--- src/rtl/count_share_arbiter_if.sv ---
// count_share_arbiter_if: requester-side bundle for the shared counter arbiter
interface count_share_arbiter_if #(
  parameter int NUM_REQ = 4,
  parameter int CNT_W   = 4
);
  logic [NUM_REQ-1:0]       req_i;
  logic [NUM_REQ*CNT_W-1:0] len_i;
  logic [NUM_REQ-1:0]       gnt_o;
  logic [NUM_REQ-1:0]       done_o;
  logic                     busy_o;
  logic [CNT_W-1:0]         count_o;
  modport master (output req_i, len_i, input gnt_o, done_o, busy_o, count_o);
  modport slave  (input req_i, len_i, output gnt_o, done_o, busy_o, count_o);
endinterface

--- src/rtl/count_share_arbiter.sv ---
// count_share_arbiter: round-robin owner of a shared loadable up-counter
// Define COUNT_SHARE_ABORT_EN to let a granted requester cancel its run by dropping req.
module count_share_arbiter #(
  parameter int NUM_REQ = 4,
  parameter int CNT_W   = 4
) (
  input  logic                  clk,
  input  logic                  reset,
  count_share_arbiter_if.slave  bus
);
  localparam int PW = $clog2(NUM_REQ);
  typedef enum logic [1:0] {IDLE, RUN, DONE} state_e;
  state_e             state_q;
  logic [NUM_REQ-1:0] gnt_q, done_q;
  logic               busy_q;
  logic [CNT_W-1:0]   count_q, len_q;
  logic [PW-1:0]      ptr_q, ptr_d, w_q, win;
  // descending scan so the lowest offset from ptr_q wins
  always_comb begin
    win = '0;
    for (int i = NUM_REQ - 1; i >= 0; i--) begin
      if (bus.req_i[(int'(ptr_q) + i) % NUM_REQ]) win = PW'((int'(ptr_q) + i) % NUM_REQ);
    end
    ptr_d = PW'((int'(win) + 1) % NUM_REQ);
  end
  always_ff @(posedge clk or posedge reset) begin
    if (reset) begin
      state_q <= IDLE;
      gnt_q   <= '0;
      done_q  <= '0;
      busy_q  <= 1'b0;
      count_q <= '0;
      len_q   <= '0;
      ptr_q   <= '0;
      w_q     <= '0;
    end else begin
      case (state_q)
        IDLE: if (|bus.req_i) begin
          state_q <= RUN;
          gnt_q   <= NUM_REQ'(1) << win;
          busy_q  <= 1'b1;
          count_q <= '0;
          len_q   <= bus.len_i[win*CNT_W +: CNT_W];
          ptr_q   <= ptr_d;
          w_q     <= win;
        end
        RUN: begin
`ifdef COUNT_SHARE_ABORT_EN
          if (!bus.req_i[w_q]) begin
            state_q <= IDLE;
            gnt_q   <= '0;
            busy_q  <= 1'b0;
          end else
`endif
          if (count_q == len_q) begin
            state_q <= DONE;
            gnt_q   <= '0;
            done_q  <= gnt_q;
          end else begin
            count_q <= count_q + CNT_W'(1);
          end
        end
        default: begin
          state_q <= IDLE;
          done_q  <= '0;
          busy_q  <= 1'b0;
        end
      endcase
    end
  end
  assign bus.gnt_o   = gnt_q;
  assign bus.done_o  = done_q;
  assign bus.busy_o  = busy_q;
  assign bus.count_o = count_q;
endmodule

--- src/flat_wrapper.sv ---
// flat-port wrapper written by rule: the top's interface ports become plain ports
module count_share_arbiter_flat 
#(
  parameter int NUM_REQ = 4,
  parameter int CNT_W   = 4
)
  (clk, reset, bus_req_i, bus_len_i, bus_gnt_o, bus_done_o, bus_busy_o, bus_count_o);
  count_share_arbiter_if #(.NUM_REQ(NUM_REQ), .CNT_W(CNT_W)) bus_i ();
  input  logic clk;
  input  logic reset;
  input wire logic [$bits(bus_i.req_i)-1:0] bus_req_i;
  input wire logic [$bits(bus_i.len_i)-1:0] bus_len_i;
  output wire logic [$bits(bus_i.gnt_o)-1:0] bus_gnt_o;
  output wire logic [$bits(bus_i.done_o)-1:0] bus_done_o;
  output wire logic [$bits(bus_i.busy_o)-1:0] bus_busy_o;
  output wire logic [$bits(bus_i.count_o)-1:0] bus_count_o;
  assign bus_i.req_i = bus_req_i;
  assign bus_i.len_i = bus_len_i;
  assign bus_gnt_o = bus_i.gnt_o;
  assign bus_done_o = bus_i.done_o;
  assign bus_busy_o = bus_i.busy_o;
  assign bus_count_o = bus_i.count_o;
  count_share_arbiter #(.NUM_REQ(NUM_REQ), .CNT_W(CNT_W)) u_core (.clk(clk), .reset(reset), .bus(bus_i));
endmodule
--- config.mk ---
export PLATFORM = sky130hd
export DESIGN_NAME = count_share_arbiter_flat
export DESIGN_NICKNAME = d
export VERILOG_FILES = /design/src/rtl/count_share_arbiter_if.sv /design/src/rtl/count_share_arbiter.sv /design/src/flat_wrapper.sv
export SDC_FILE = /design/constraint.sdc
export NUM_CORES = 1
export LEC_CHECK = 0
export CAP_MARGIN = 20
export CORE_MARGIN = 1.5
export CORE_UTILIZATION = 35
export DETAILED_ROUTE_END_ITERATION = 8
export PLACE_DENSITY = 0.73
export SYNTH_ARGS = -nofsm -noshare
export SYNTH_HDL_FRONTEND = slang
export SYNTH_SLANG_ARGS = --single-unit
--- constraint.sdc ---
create_clock -name clk -period 1.9 [get_ports clk]
set_input_delay 0.38 -clock clk [delete_from_list [all_inputs] [get_ports clk]]
set_output_delay 0.38 -clock clk [all_outputs]
set_load 0.02 [all_outputs]
# Yosys cells after proc, flatten, opt, wreduce, memory -nomap -nowiden
# Cells that the tools add are included.
classes:
  reduce_logical: 12
  muxes: 28
  bitwise: 5
  n_addsub: 5
  shifts: 2
  eq_ne: 5
  magnitude_cmp: 4
op_table:
  columns: ["op", "count"]
  rows:
  - ["4-bit case mux with 2 select lines", 3]
  - ["4-bit 2-to-1 mux", 5]
  - ["16-bit by 5-bit variable part select with 4-bit output", 1]
  - ["3-bit by 4-bit less-than comparator with 1-bit output, second input constant", 3]
  - ["2-bit 2-to-1 mux", 6]
  - ["1-bit binary-select mux with 2-bit select", 4]
  - ["1-bit 2-to-1 mux", 8]
  - ["2-bit AND reduction", 4]
  - ["3-bit AND reduction", 2]
  - ["2-bit OR reduction", 3]
  - ["2-bit by 1-bit adder with 2-bit output, second input constant", 2]
  - ["2-bit adder, second input constant", 2]
  - ["4-bit by 1-bit adder with 4-bit output, second input constant", 1]
  - ["4-bit equality test", 1]
  - ["2-bit by 1-bit != test with 1-bit output, second input constant", 2]
  - ["2-bit case mux with 2 select lines", 1]
  - ["4-bit OR reduction", 1]
  - ["1-bit by 2-bit left shift with 4-bit output, first input constant", 1]
  - ["1-bit bitwise AND, first input constant", 3]
  - ["2-bit by 3-bit less-than comparator with 1-bit output, second input constant", 1]
  - ["2-bit by 1-bit equality test with 1-bit output, second input constant", 1]
  - ["2-bit logical NOT", 1]
  - ["2-bit != test, second input constant", 1]
  - ["1-bit NOT", 2]
  - ["2 further kinds", 2]
word_totals:
  wordCells: 68
  out_inout_bits: 13
  reg_bits: 21
  inputBits: 22

# Logic depth before layout (Yosys ltp)
logic_depth:
  word_depth: 13
  mapped_depth: 8
  mapped_depth_nobuf: 7

# Worst setup path before layout
# OpenSTA, ideal clock, no wires.
synth_timing:
  path_type: "reg2reg"
  start: "reg u_core.count_q[0], in the netlist u_core.bus.count_o[0]"
  end: "reg u_core.done_q[0], in the netlist u_core.bus.done_o[0]"
  setup_slack_ns: 0.396
  period_less_slack_ns: 1.504
  t_required_ns: 1.774
  n_path_buf: 1
  setup_time_ns: 0.126
  path_stages_with_launch: 6
  t_arrival_ns: 1.378
  path_cell_list: "dfrtp_1 xnor2_1 nand4_2 nor3b_4 buf_6 o21ai_0"
synth_via:
  elab_chain_cells: 3
synth_rtl:
  columns: ["item", "line", "text"]
  rows:
  - ["start: declaration", "count_share_arbiter.sv:16", "logic [CNT_W-1:0] count_q, len_q;"]
  - ["start signal: assignment", "count_share_arbiter.sv:60", "count_q <= count_q + CNT_W'(1);"]
  - ["4-bit equality test", "count_share_arbiter.sv:55", "if (count_q == len_q) begin"]
  - ["2-bit by 1-bit != test with 1-bit output (no source line)", null, null]
  - ["2-bit AND reduction (no source line)", null, null]
  - ["end signal: assignment", "count_share_arbiter.sv:58", "done_q <= gnt_q;"]
  - ["end: declaration", "count_share_arbiter.sv:14", "logic [NUM_REQ-1:0] gnt_q, done_q;"]
# Every way passes these cells.
# A chain may end at the register's enable or synchronous reset.

# Final worst setup path
layout_timing:
  start: "reg u_core.count_q[0], in the netlist u_core.bus.count_o[0]"
  end: "out bus_count_o[0]"
layout_lines:
  columns: ["item", "line", "text"]
  rows:
  - ["end: declaration", "flat_wrapper.sv:16", "output wire logic [$bits(bus_i.count_o)-1:0] bus_count_o;"]
# No word-level cell between the ends.

==> impl_metrics.env <==
export IMPL_synth_distinct_cells=28
export IMPL_die_x_um=60.6
export IMPL_post_route_period_util_pct=95.1
export IMPL_slew_headroom_pct=78.2
export IMPL_rows=20
export IMPL_synth_edf_count=0
export IMPL_grt_pass1_wl_um=4330
export IMPL_whs_ns=0.384
export IMPL_power_leakage_nw=0.738
export IMPL_io_pins=35
export IMPL_port_buffers=34
export IMPL_fin_crit_ns=1.81
export IMPL_antenna_cells=0
export IMPL_p_per_area_nw_per_um2=1430
export IMPL_synth_seq_cells=21
export IMPL_cp_max_fo=6
export IMPL_core_area_um2=3100
export IMPL_arrival_ns=1.43
export IMPL_gp_congestion=0.727
export IMPL_synth_fp_nets=145
export IMPL_synth_mux_area_share_pct=6.90
export IMPL_status="finished, final reports clean"
export IMPL_worst_path_dominant_cell_family="buffers and inverters"
export IMPL_tightest_slew_ns=0.324
export IMPL_die_area_um2=3670
export IMPL_max_stage_delay_ns=0.64
export IMPL_htree_levels=1
export IMPL_multi_input_area_um2=572
export IMPL_overflow=0
export IMPL_ys_flop_type="dfrtp_1"
export IMPL_cp_start_kind="flop"
export IMPL_seq_area_frac_synth_pct=45.3
export IMPL_cts_tree="done"
export IMPL_synth_avg_cell_area_um2=9.83
export IMPL_grt_pass1_vias=1029
export IMPL_avgRoutedWirePerCell_um=12.3
export IMPL_antenna_left=0
export IMPL_finalClockSkew_ns=0.00955
export IMPL_yosysTopAreaCellShare_pct=45.3
export IMPL_crit_type="reg2out"
export IMPL_register_area_um2=526
export IMPL_synth_xor_area_share_pct=4.53
export IMPL_routed_wl_um=2590
export IMPL_power_switching_share_pct=41.4
export IMPL_setup_violations_final=0
export IMPL_drive_gt1_share_pct=13.3
export IMPL_clockBufferDepth=2
export IMPL_cp_slowest_cell="clkdlybuf4s50_1"
export IMPL_hold_class="in2async"
export IMPL_fillers=305
export IMPL_path_clk_slew_ns=0.12
export IMPL_p_comb_share_pct=55.6
export IMPL_crit_buf_inv=1
export IMPL_clock_sinks=21
export IMPL_p_total_mw=2.37
export IMPL_worstSetupEndpointType="output port"
export IMPL_max_cap_violations=0
export IMPL_synth_simple_area_share_pct=19.5
export IMPL_internal_power_mw=1.39
export IMPL_synth_top_family_by_area="simple AND/OR/NAND/NOR gates"
export IMPL_rsz0062_at_grt="no"
export IMPL_cts_root_buf="clkbuf_4"
export IMPL_synth_area_leaders="dfrtp_1 45%, mux2i_1 6.9%, nand2_1 6.8%, ha_1 5.4%, o21ai_0 3.9%"
export IMPL_cts_made_buffers=3
export IMPL_dp_cells=206
export IMPL_finalNonFillerCells=210
export IMPL_vdd_ir_drop_worst_uv=404
export IMPL_switchingPower_uw=982
export IMPL_firstDrtPassIters=4
export IMPL_dieHeight_um=60.6
export IMPL_grt_max_degree=22
export IMPL_dp_hpwl_um=2020
export IMPL_synthCells=118
export IMPL_yosysWarnings=0
export IMPL_clock_fmax_ghz=0.554
export IMPL_initial_core_util_pct=37.4
export IMPL_cp_required_ns=1.52
export IMPL_async_flop_share_pct=100
export IMPL_ctsHoldBuffers=0
export IMPL_yosysTopAreaCell="dfrtp_1"
export IMPL_synth_commonest_cells="21 x dfrtp_1, 21 x nand2_1, 9 x o21ai_0, 8 x inv_1, 8 x mux2i_1"
export IMPL_placed_area_um2=1630
export IMPL_p_seq_share_pct=35.0
export IMPL_first_iter_violations=33
export IMPL_nNetsFinal=194
export IMPL_cts_resized=0
export IMPL_cts_setup_buffers=0
export IMPL_synthToLayoutAreaGrowth_pct=42.6
export IMPL_synth_compound_area_share_pct=12.9
export IMPL_synth_fa_ha_area_share_pct=5.39
export IMPL_vias_per_cell=4.86
export IMPL_hold_viol=0
export IMPL_synth_area_um2=1160
export IMPL_cp_cell_sequence="clkdlybuf4s50_1"
export IMPL_final_area_um2=1650
export IMPL_drv_slew=0
export IMPL_worstSkewPairLatency_ns=0.31
export IMPL_setup_tns_ns=0
export IMPL_track_usage_pct=15.8
export IMPL_pwr_share_clk_pct=9.4
export IMPL_drc=0
export IMPL_num_vias=1021
export IMPL_antenna_found_initial=0
power groups by stage:
stage	sequential (mW)	clock (mW)	combinational [mW]
after global placement	0.824	0	1.28
after detailed placement	0.838	0	1.32
after global routing	0.856	0.241	1.46
after floorplan	0.942	0	0.707
after CTS	0.830	0.224	1.33
final	0.829	0.222	1.32
placed cells by master, fill, tap and decap left out, drive strengths merged, types with 2 or more instances in the layout:
cell type,n
a21oi,5
buf,14
clkbuf,4
clkdlybuf4s50,34
dfrtp,21
ha,5
inv,8
mux2i,8
nand2,21
nand2b,6
nand3,3
nor2,3
nor2b,2
nor3,2
o21ai,11
o221ai,4
xnor2,4
xor2,2
final cells by class:
class	instances	share of cell area, %
inverter	8	1.82
tap	44	3.33
sequential	21	31.8
clock buffer	4	1.59
multi-input combinational	85	34.6
timing repair buffer	48	26.9
registers in the layout, indices dropped and copies added (netlist names):
| signal | count |
|---|---|
| u_core.bus.busy_o | 1 |
| u_core.bus.count_o | 4 |
| u_core.bus.done_o | 4 |
| u_core.bus.gnt_o | 4 |
| u_core.len_q | 4 |
| u_core.ptr_q | 2 |
| u_core.state_q | 2 |
through the flow:
| step | util [%] | setup WS [ns] |
|---|---|---|
| final | 53.3 | 0.0939 |
| after global routing | 53.3 | 0.0369 |
| after CTS | 53.3 | 0.0933 |
| after detailed placement | 52.5 | -0.165 |
| after global placement | 52.5 | -0.104 |
| after floorplan | - | 0.396 |
kinds of logic (layout without fill, tap and decap cells):
logic type	Yosys count	count (layout)
AND/OR/NAND/NOR	42	42
AO/OA/AOI/OAI	24	24
flip-flops	21	21
buffers and inverters	12	60
multiplexers	8	8
XOR/XNOR	6	6
adder cells (fa/ha/maj)	5	5
metal layers:
layer	GRT usage [%]	wire length, um
met5	0	0
met4	9.01	61
met3	2.13	77
met2	27.0	1290
met1	19.1	1160
final timing paths:
kind	start	slack (ns)	to	cells after the start
min	reset	0.38	u_core.bus.done_o[2]$_DFFE_PP0P_	3
max reg2reg	u_core.bus.count_o[0]$_DFFE_PP0P_	0.21	u_core.bus.done_o[1]$_DFFE_PP0P_	5
min reg2reg	u_core.bus.gnt_o[2]$_DFFE_PP0P_	0.52	u_core.bus.done_o[2]$_DFFE_PP0P_	2
min in group clk	u_core.bus.gnt_o[2]$_DFFE_PP0P_	0.52	u_core.bus.done_o[2]$_DFFE_PP0P_	2
max	u_core.bus.count_o[0]$_DFFE_PP0P_	0.09	bus_count_o[0]	1
max in group asynchronous	reset	1.30	u_core.bus.gnt_o[0]$_DFFE_PP0P_	3
Power figures use the tool's default switching activity.
